===== src/rtl/sdram_ring_sequencer_pkg.sv =====
// Shared definitions for the SDRAM ring-buffer sequencer: FSM encoding,
// transfer direction and default tuning constants.
package sdram_ring_sequencer_pkg;

  localparam logic [1:0] ST_IDLE     = 2'd0;
  localparam logic [1:0] ST_WAIT_ACK = 2'd1;
  localparam logic [1:0] ST_BUSY     = 2'd2;

  localparam int DEF_BURST_AW    = 15;
  localparam int DEF_IN_THRESH   = 120;
  localparam int DEF_OUT_THRESH  = 60;
  localparam int DEF_WR_RUN_MAX  = 4;
  localparam int DEF_ACK_TIMEOUT = 8;

  typedef enum logic {
    DIR_RD = 1'b0,
    DIR_WR = 1'b1
  } dir_e;

endpackage


===== src/rtl/sdram_ring_ptr.sv =====
// Write/read burst pointer pair for the SDRAM ring; the extra wrap bit
// distinguishes a full ring from an empty one.
module sdram_ring_ptr #(
  parameter int BURST_AW = 15
) (
  input  logic                clk_i,
  input  logic                rst_i,
  input  logic                inc_wr_i,
  input  logic                inc_rd_i,
  output logic [BURST_AW-1:0] wr_addr_o,
  output logic [BURST_AW-1:0] rd_addr_o,
  output logic [BURST_AW:0]   level_o,
  output logic                full_o,
  output logic                empty_o
);

  logic [BURST_AW:0] wr_ptr_q;
  logic [BURST_AW:0] rd_ptr_q;

  always_ff @(posedge clk_i or posedge rst_i) begin
    if (rst_i) begin
      wr_ptr_q <= '0;
      rd_ptr_q <= '0;
    end else begin
      if (inc_wr_i) wr_ptr_q <= wr_ptr_q + 1'b1;
      if (inc_rd_i) rd_ptr_q <= rd_ptr_q + 1'b1;
    end
  end

  assign wr_addr_o = wr_ptr_q[BURST_AW-1:0];
  assign rd_addr_o = rd_ptr_q[BURST_AW-1:0];
  // Modulo subtraction stays correct across the wrap of either pointer.
  assign level_o   = wr_ptr_q - rd_ptr_q;
  assign full_o    = (wr_ptr_q[BURST_AW] != rd_ptr_q[BURST_AW]) &&
                     (wr_ptr_q[BURST_AW-1:0] == rd_ptr_q[BURST_AW-1:0]);
  assign empty_o   = (wr_ptr_q == rd_ptr_q);

endmodule


===== src/rtl/sdram_ring_sequencer.sv =====
// Schedules burst writes/reads between the FIFOs and the SDRAM controller,
// treating SDRAM as a ring buffer, with write-run fairness and ack timeout.
module sdram_ring_sequencer
  import sdram_ring_sequencer_pkg::*;
#(
  parameter int BURST_AW    = DEF_BURST_AW,
  parameter int IN_THRESH   = DEF_IN_THRESH,
  parameter int OUT_THRESH  = DEF_OUT_THRESH,
  parameter int WR_RUN_MAX  = DEF_WR_RUN_MAX,
  parameter int ACK_TIMEOUT = DEF_ACK_TIMEOUT
) (
  input  logic                sdram_clk,
  input  logic                reset,
  input  logic                enable,
  input  logic                clr_err,
  input  logic [7:0]          inusedw,
  input  logic [7:0]          outusedw,
  input  logic                sd_ready,
  output logic                wr_strobe,
  output logic                rd_strobe,
  output logic [BURST_AW-1:0] sd_addr,
  output logic [BURST_AW:0]   level,
  output logic                ring_full,
  output logic                ring_empty,
  output logic                timeout_err
);

  localparam int RUN_W = $clog2(WR_RUN_MAX + 1);
  localparam int TMO_W = $clog2(ACK_TIMEOUT + 1);
  localparam logic [7:0]       IN_TH    = IN_THRESH[7:0];
  localparam logic [7:0]       OUT_TH   = OUT_THRESH[7:0];
  localparam logic [RUN_W-1:0] RUN_MAX  = RUN_W'(WR_RUN_MAX);
  localparam logic [TMO_W-1:0] TMO_MAX  = TMO_W'(ACK_TIMEOUT);

  logic [1:0]          state_q, state_d;
  dir_e                dir_q, dir_d;
  logic                wr_strobe_q, wr_strobe_d;
  logic                rd_strobe_q, rd_strobe_d;
  logic [BURST_AW-1:0] addr_q, addr_d;
  logic [RUN_W-1:0]    run_cnt_q, run_cnt_d;
  logic [TMO_W-1:0]    tmo_cnt_q, tmo_cnt_d;
  logic                err_q, err_d;

  logic                inc_wr, inc_rd;
  logic [BURST_AW-1:0] wr_addr, rd_addr;
  logic                wr_ok, rd_ok;

  sdram_ring_ptr #(
    .BURST_AW (BURST_AW)
  ) u_ptr (
    .clk_i     (sdram_clk),
    .rst_i     (reset),
    .inc_wr_i  (inc_wr),
    .inc_rd_i  (inc_rd),
    .wr_addr_o (wr_addr),
    .rd_addr_o (rd_addr),
    .level_o   (level),
    .full_o    (ring_full),
    .empty_o   (ring_empty)
  );

  assign wr_ok = (inusedw >= IN_TH) && !ring_full;
  assign rd_ok = (outusedw <= OUT_TH) && !ring_empty;

  always_comb begin
    state_d     = state_q;
    dir_d       = dir_q;
    wr_strobe_d = 1'b0;
    rd_strobe_d = 1'b0;
    addr_d      = addr_q;
    run_cnt_d   = run_cnt_q;
    tmo_cnt_d   = tmo_cnt_q;
    err_d       = err_q;
    inc_wr      = 1'b0;
    inc_rd      = 1'b0;

    // A timeout in the same cycle overrides this clear further down.
    if (clr_err) err_d = 1'b0;

    case (state_q)
      ST_IDLE: begin
        if (enable && sd_ready) begin
          if (rd_ok && ((run_cnt_q == RUN_MAX) || !wr_ok)) begin
            dir_d       = DIR_RD;
            rd_strobe_d = 1'b1;
            addr_d      = rd_addr;
            tmo_cnt_d   = '0;
            state_d     = ST_WAIT_ACK;
          end else if (wr_ok) begin
            dir_d       = DIR_WR;
            wr_strobe_d = 1'b1;
            addr_d      = wr_addr;
            tmo_cnt_d   = '0;
            state_d     = ST_WAIT_ACK;
          end
        end
      end
      ST_WAIT_ACK: begin
        if (!sd_ready) begin
          state_d = ST_BUSY;
        end else begin
          tmo_cnt_d = tmo_cnt_q + 1'b1;
          if (tmo_cnt_d == TMO_MAX) begin
            err_d   = 1'b1;
            state_d = ST_IDLE;
          end
        end
      end
      ST_BUSY: begin
        if (sd_ready) begin
          state_d = ST_IDLE;
          if (dir_q == DIR_WR) begin
            inc_wr = 1'b1;
            if (run_cnt_q != RUN_MAX) run_cnt_d = run_cnt_q + 1'b1;
          end else begin
            inc_rd    = 1'b1;
            run_cnt_d = '0;
          end
        end
      end
      default: state_d = ST_IDLE;
    endcase
  end

  always_ff @(posedge sdram_clk or posedge reset) begin
    if (reset) begin
      state_q     <= ST_IDLE;
      dir_q       <= DIR_WR;
      wr_strobe_q <= 1'b0;
      rd_strobe_q <= 1'b0;
      addr_q      <= '0;
      run_cnt_q   <= '0;
      tmo_cnt_q   <= '0;
      err_q       <= 1'b0;
    end else begin
      state_q     <= state_d;
      dir_q       <= dir_d;
      wr_strobe_q <= wr_strobe_d;
      rd_strobe_q <= rd_strobe_d;
      addr_q      <= addr_d;
      run_cnt_q   <= run_cnt_d;
      tmo_cnt_q   <= tmo_cnt_d;
      err_q       <= err_d;
    end
  end

  assign wr_strobe   = wr_strobe_q;
  assign rd_strobe   = rd_strobe_q;
  assign sd_addr     = addr_q;
  assign timeout_err = err_q;

endmodule


===== config.mk =====
export PLATFORM = sky130hd
export DESIGN_NAME = sdram_ring_sequencer
export DESIGN_NICKNAME = d
export VERILOG_FILES = /design/src/rtl/sdram_ring_sequencer_pkg.sv /design/src/rtl/sdram_ring_ptr.sv /design/src/rtl/sdram_ring_sequencer.sv
export SDC_FILE = /design/constraint.sdc
export NUM_CORES = 1
export LEC_CHECK = 0
export ABC_CLOCK_PERIOD_IN_PS = 2700
export CELL_PAD_IN_SITES_DETAIL_PLACEMENT = 0
export CELL_PAD_IN_SITES_GLOBAL_PLACEMENT = 1
export CORE_ASPECT_RATIO = 0.8
export CORE_MARGIN = 8
export CORE_UTILIZATION = 42
export CTS_BUF_LIST = sky130_fd_sc_hd__clkbuf_4 sky130_fd_sc_hd__clkbuf_8 sky130_fd_sc_hd__clkbuf_16
export CTS_CLUSTER_DIAMETER = 120
export CTS_CLUSTER_SIZE = 8
export DETAILED_ROUTE_END_ITERATION = 8
export GPL_TIMING_DRIVEN = 1
export PLACE_DENSITY = 0.86
export SYNTH_ARGS = -nofsm -noshare
export SYNTH_HDL_FRONTEND = slang
export SYNTH_SLANG_ARGS = --single-unit

===== constraint.sdc =====
create_clock -name sdram_clk -period 2.7 [get_ports sdram_clk]
set_clock_uncertainty 0.15 [all_clocks]
set_input_delay 0.27 -clock sdram_clk [delete_from_list [all_inputs] [get_ports sdram_clk]]
set_output_delay 0.27 -clock sdram_clk [all_outputs]
set_load 0.05 [all_outputs]

; ---- Word level (Yosys, flattened, before mapping)
; Index checks and enable logic that the tools add are counted.
[totals]
ff_bits = 60
output_inout_bits = 36
word_cells = 82
[op_classes]
n_addsub = 5
order_cmp = 2
eq_ne = 14
n_mux = 35
reduce_logical = 16
[ops]
columns = operator, count
row1 = $add 16x1->16 const B, 2
row2 = $mux 15, 2
row3 = $mux 1, 19
row4 = $eq 16x16->1, 1
row5 = $mux 4, 4
row6 = $sub 16x16->16, 1
row7 = $eq 15x15->1, 1
row8 = $mux 2, 6
row9 = $ne 3x3->1 const B, 3
row10 = $ge 8x7->1 const B, 1
row11 = $le 8x6->1 const B, 1
row12 = $pmux 4 s2, 1
row13 = $reduce_and 4->1, 2
row14 = $mux 3, 2
row15 = $ne 2x2->1 const B, 3
row16 = $pmux 2 s3, 1
row17 = $reduce_and 3->1, 2
row18 = $logic_and 1x1->1, 5
row19 = $add 4x1->4 const B, 1
row20 = $eq 4x4->1 const B, 1
row21 = $reduce_bool 2->1, 2
row22 = $add 3x1->3 const B, 1
row23 = $eq 3x3->1 const B, 1
row24 = $logic_not 1->1, 3
row25 = other kinds (6), 6

; ---- Logic depth before layout (Yosys ltp)
[logic_depth]
ltp_word = 10
depth_mapped = 10
mapped_depth_nobuf = 8

; ---- Hierarchy
; A second synthesis with hierarchy kept.
[unflattened]
cells_unflattened = 440
area_unflattened_um2 = 4002.6
[by_module_without_submodules]
columns = module, instances, cells_per_inst, area_per_inst_um2, seq_area_each_um2
row1 = sdram_ring_ptr, 1, 282, 2517.4, 800.8
row2 = sdram_ring_sequencer, 1, 158, 1485.2, 701.9

; ---- Worst setup path before layout
; OpenSTA, ideal clock, no wires.
[synth_timing]
path_type = flip-flop to output port
startpoint = register u_ptr.wr_ptr_q[0]
endpoint = output level[14]
arrival_time_ns = 3.570
t_required_ns = 2.280
setup_slack_ns = -1.290
path_stages_with_launch = 9
cell_sequence = dfrtp_1 inv_1 ha_1 fa_1 nor2b_1 o21bai_1 a211o_1 and2_1 o311ai_0
[synth_via]
elab_chain_len = 1
[synth_lines]
columns = element, line_no
row1 = "start, declared", sdram_ring_ptr.sv:17  ; logic [BURST_AW:0] wr_ptr_q;
row2 = "start signal, assigned", sdram_ring_ptr.sv:25  ; if (inc_wr_i) wr_ptr_q <= wr_ptr_q + 1'b1;
row3 = $sub 16x16->16, sdram_ring_ptr.sv:33  ; assign level_o = wr_ptr_q - rd_ptr_q;
row4 = "end, declared", sdram_ring_sequencer.sv:22  ; output logic [BURST_AW:0] level,
; Every way passes these cells.

; ---- Worst setup path in the final report
[layout_timing]
startpoint = register u_ptr.wr_ptr_q[0]
endpoint = output level[12]
; The elaborated chain is that of the path after synthesis.

==> impl_results.md <==
- Run status: finished with violations
- Failing checks: negative setup slack
- Synthesis-stage register bit count: 60
- Drc violations: 0
- Footprint of the multi-input gates: 2465 sq um
- PnR worst setup slack: -0.1726 ns
- Max incr delay on CP: 0.39 ns
- Synth unique cells: 60
- Syn Inst Count: between 400 and 500
- Vias: 3663
- Fmax: 0.3481 GHz
- Max Cap Viol: 0
- H-tree depth: 3
- Overflow after GRT: 0
- Asr flop ratio synth: 100.0%
- Crit path launch type: register
- Die area: 12620 sq um
- Register Area: ~1500 sq um
- Chip height: 102.1 microns
- Post-Route WL: 11.03 mm
- Fin cells: about 630
- TritonRoute pass-1 iters: 5
- Placer Congestion: 0.8660
- Sequential area share after synthesis: roughly two fifths
- Pwr Density: 983.3 nW/um^2
- Share of cells above drive strength 1: around a quarter
- Final Cycle Share: 106.4%
- Clock Latency Late Sink: 0.32 ns
- DP HPWL: 8.101 mm
- Xor/xnor cell area share of the yosys netlist: 9.682%
- Clk pwr share: between 20% and 30%
- Layout net count: 556
- 1st-iter DRT viols: 280
- Main combinational cell family by area after synthesis: simple AND/OR/NAND/NOR gates
- Commonest non-fill, non-tap cell in the layout: dfrtp_1
- Reg-to-Reg End: tmo_cnt_q[3]
- CP max-delay cell: fa_2
- Hold Crit Class: input pin to asynchronous set/reset pin
- Critical path endpoint: level[12]
- Final ANT Viol Nets: 0
- Via/cell ratio: 5.778
- Leakage: 2.360 nW
- Fin util: 62.37%
- Reg-to-Reg Start: u_ptr.rd_ptr_q[13]
- Post-synthesis net count: 459
- Mux contribution to synthesized area: 0.5468%
- Vias in the first global route: 3534
- Fin. Hold Viols: 0
- FF-to-FF path depth: 8
- Sw Pwr: 2.283 mW
- Worst Path Buf+Inv: 2
- Most frequent cells in the layout: dfrtp_1, buf_4, clkdlybuf4s50_1
- Synth Area in Adders: 6.948%
- Combinational share of power: 54.6%
- Peak supply drop: 0.8241 mV
- Crit. Startpoint: u_ptr.wr_ptr_q[0]
- Critical setup path kind: register to output pin
- Final Critical Period: 2.873 ns
- First-pass GRT wire length: 17.60 mm
- Antenna diode instance count: 0
- R2R setup slack: 0.18 ns
- Most used DFF post-synth: dfrtp_1
- Net Sw Frac: between 40% and 50%
- Worst-path clk slew: 0.05 ns
- Area grow syn2layout: 44.90%
- IO Port Bufs: 53
- CTS Buf Count: 9
- CP max FO: 3
- CTS Sinks: 60
- Root buffer cell: clkbuf_16
- Core outline area: 9037 sq um
- RSZ-0062 raised after global routing: true
- Arrival @ worst endpoint: 2.45 ns
- Simple-Gate Fraction of Synth Area: ~20%
- Row count: 31
- Worst slew margin: 59.19%
- Ports: 57
- Largest net degree at the start of global routing: 39
- Worst path cell trace: inv_2 > ha_4 > fa_2 > nor2b_4 > o21bai_4 > a211o_1 > and2_4 > o311ai_4 > buf_12
- Initial antenna violation count: 0
- Reg power frac: 23.0%
- CP Capture Type: output pin
- Max-slew violations: 0
- Syn Area/Cell: 9.328 sq um
- Compound-Gate Fraction of Synth Area: approximately a fifth
- Slew @ Worst Pin: 0.6078 ns
- Die width: roughly 120 microns
- Drt wl/cell: 17.40 microns
- Setup violators final: 7
- Fillers: 741
- CTS tree: built
- Levels on crit path: 9
- Synthesized cell area: 3890 sq um
- Synth warnings: 0
- Clock Path Buffers: 2
- Cell family with most CP delay: compound AO/OA/AOI/OAI gates
- P_int: 3.260 mW
- GR Util All Layers: 17.72%
- Initial Util: a little over two fifths
- Worst EP required: 2.28 ns
- EDFF count, synth: 0
- Inst Count DP: 602
kinds of logic after synthesis:
| logic type | count (synthesis) |
|---|---|
| simple gates | 138 |
| compound gates | 106 |
| flops | 60 |
| buf+inv | 47 |
| xor+xnor | 43 |
| fa+ha+maj | 21 |
| mux | 2 |
power groups by stage:
| stage | Combinational [mW] | Sequential, mW | Clock [mW] |
|---|---|---|---|
| after floorplan | 1.32 | 1.58 | 0 |
| after global placement | 2.62 | 1.27 | 0 |
| after detailed placement | 2.64 | 1.28 | 0 |
| after CTS | 2.84 | 1.26 | 1.25 |
| after global routing | 3.21 | 1.31 | 1.30 |
| final | 3.03 | 1.28 | 1.24 |
cells in the mapped netlist (2+ instances only):
cell type | number | area, sq um
o31a_1 | 2 | 17.52
nor2b_1 | 4 | 25.02
nor4_1 | 6 | 37.54
dfrtp_1 | 59 | 1476
xnor2_1 | 35 | 306.5
nand4_4 | 2 | 42.54
a41oi_1 | 2 | 17.52
nor3_1 | 5 | 25.02
o311a_1 | 3 | 30.03
o22ai_1 | 2 | 12.51
o211ai_1 | 5 | 37.54
nand3b_1 | 2 | 15.01
and2_1 | 3 | 18.77
nand3_1 | 15 | 75.07
a211oi_1 | 2 | 15.01
and4_1 | 3 | 26.28
o21ai_0 | 10 | 50.05
nand2_1 | 29 | 108.9
nor2_1 | 23 | 86.33
or3_1 | 2 | 12.51
a31oi_1 | 16 | 100.1
o311ai_0 | 2 | 17.52
a21oi_1 | 24 | 120.1
buf_4 | 3 | 22.52
o21a_1 | 6 | 45.04
clkbuf_1 | 8 | 30.03
and3_1 | 5 | 31.28
o31ai_1 | 16 | 120.1
clkbuf_2 | 2 | 10.01
inv_1 | 30 | 112.6
buf_6 | 2 | 22.52
o32ai_1 | 2 | 17.52
nand4_1 | 29 | 181.4
xor2_1 | 8 | 70.07
nand2b_1 | 3 | 18.77
a21o_1 | 4 | 30.03
ha_1 | 20 | 250.2
layout make-up:
type                       count  share of cell area [%]
inverter                      31                   2.153
timing repair buffer         102                   19.18
clock inverter                 5                   1.332
clock buffer                  11                   4.373
multi-input combinational    310                   43.73
tap                          115                   2.553
sequential                    60                   26.68
how the worst min path moves through the flow:
stage               slack (ns)         start            to
finish                    0.17         reset    sd_addr[2]
global route              0.20         reset    sd_addr[2]
CTS                       0.18         reset    sd_addr[0]
detailed placement        0.37  run_cnt_q[0]  run_cnt_q[0]
global placement          0.34  run_cnt_q[0]  run_cnt_q[0]
floorplan                 0.19      sd_ready    state_q[1]
per-stage QoR:
stage / setup slack [ns] / power, mW / instance area (sq um) / hold slack [ns] / TNS [ns]
floorplan: 0.01618 / 2.899 / 3960 / 0.1864 / 0
global placement: 0.03425 / 3.887 / 4950 / 0.3363 / 0
detailed placement: 0.03123 / 3.922 / 4950 / 0.3659 / 0
CTS: -0.2182 / 5.352 / 5458 / 0.1843 / -1.235
global route: -0.2568 / 5.808 / 5637 / 0.1993 / -1.678
finish: -0.1726 / 5.543 / 5637 / 0.1703 / -0.6692
per-layer routing:
metal	up-vias	share of wire [%]	global-route usage, %
met3	18	5.6	4.417
met5	-	0	0
met2	103	46	27.40
li1	1742	-	-
met4	0	2.2	6.002
met1	1800	46	23.65
registers in the layout, indices dropped and copies added (netlist names):
signal / cells
rd_strobe: 1
dir_q: 1
u_ptr.wr_ptr_q: 16
u_ptr.rd_ptr_q: 16
sd_addr: 15
wr_strobe: 1
timeout_err: 1
tmo_cnt_q: 4
state_q: 2
run_cnt_q: 3
what timing repair did:
item / in CTS / in global routing
setup endpoints to repair: 12 / 27
buffers inserted: 9 / 7
hold endpoints to repair: 0 / 0
pin swaps: 15 / 10
resized for setup: 24 / 27
hold buffers: 0 / 0
Power figures use the tool's default switching activity.
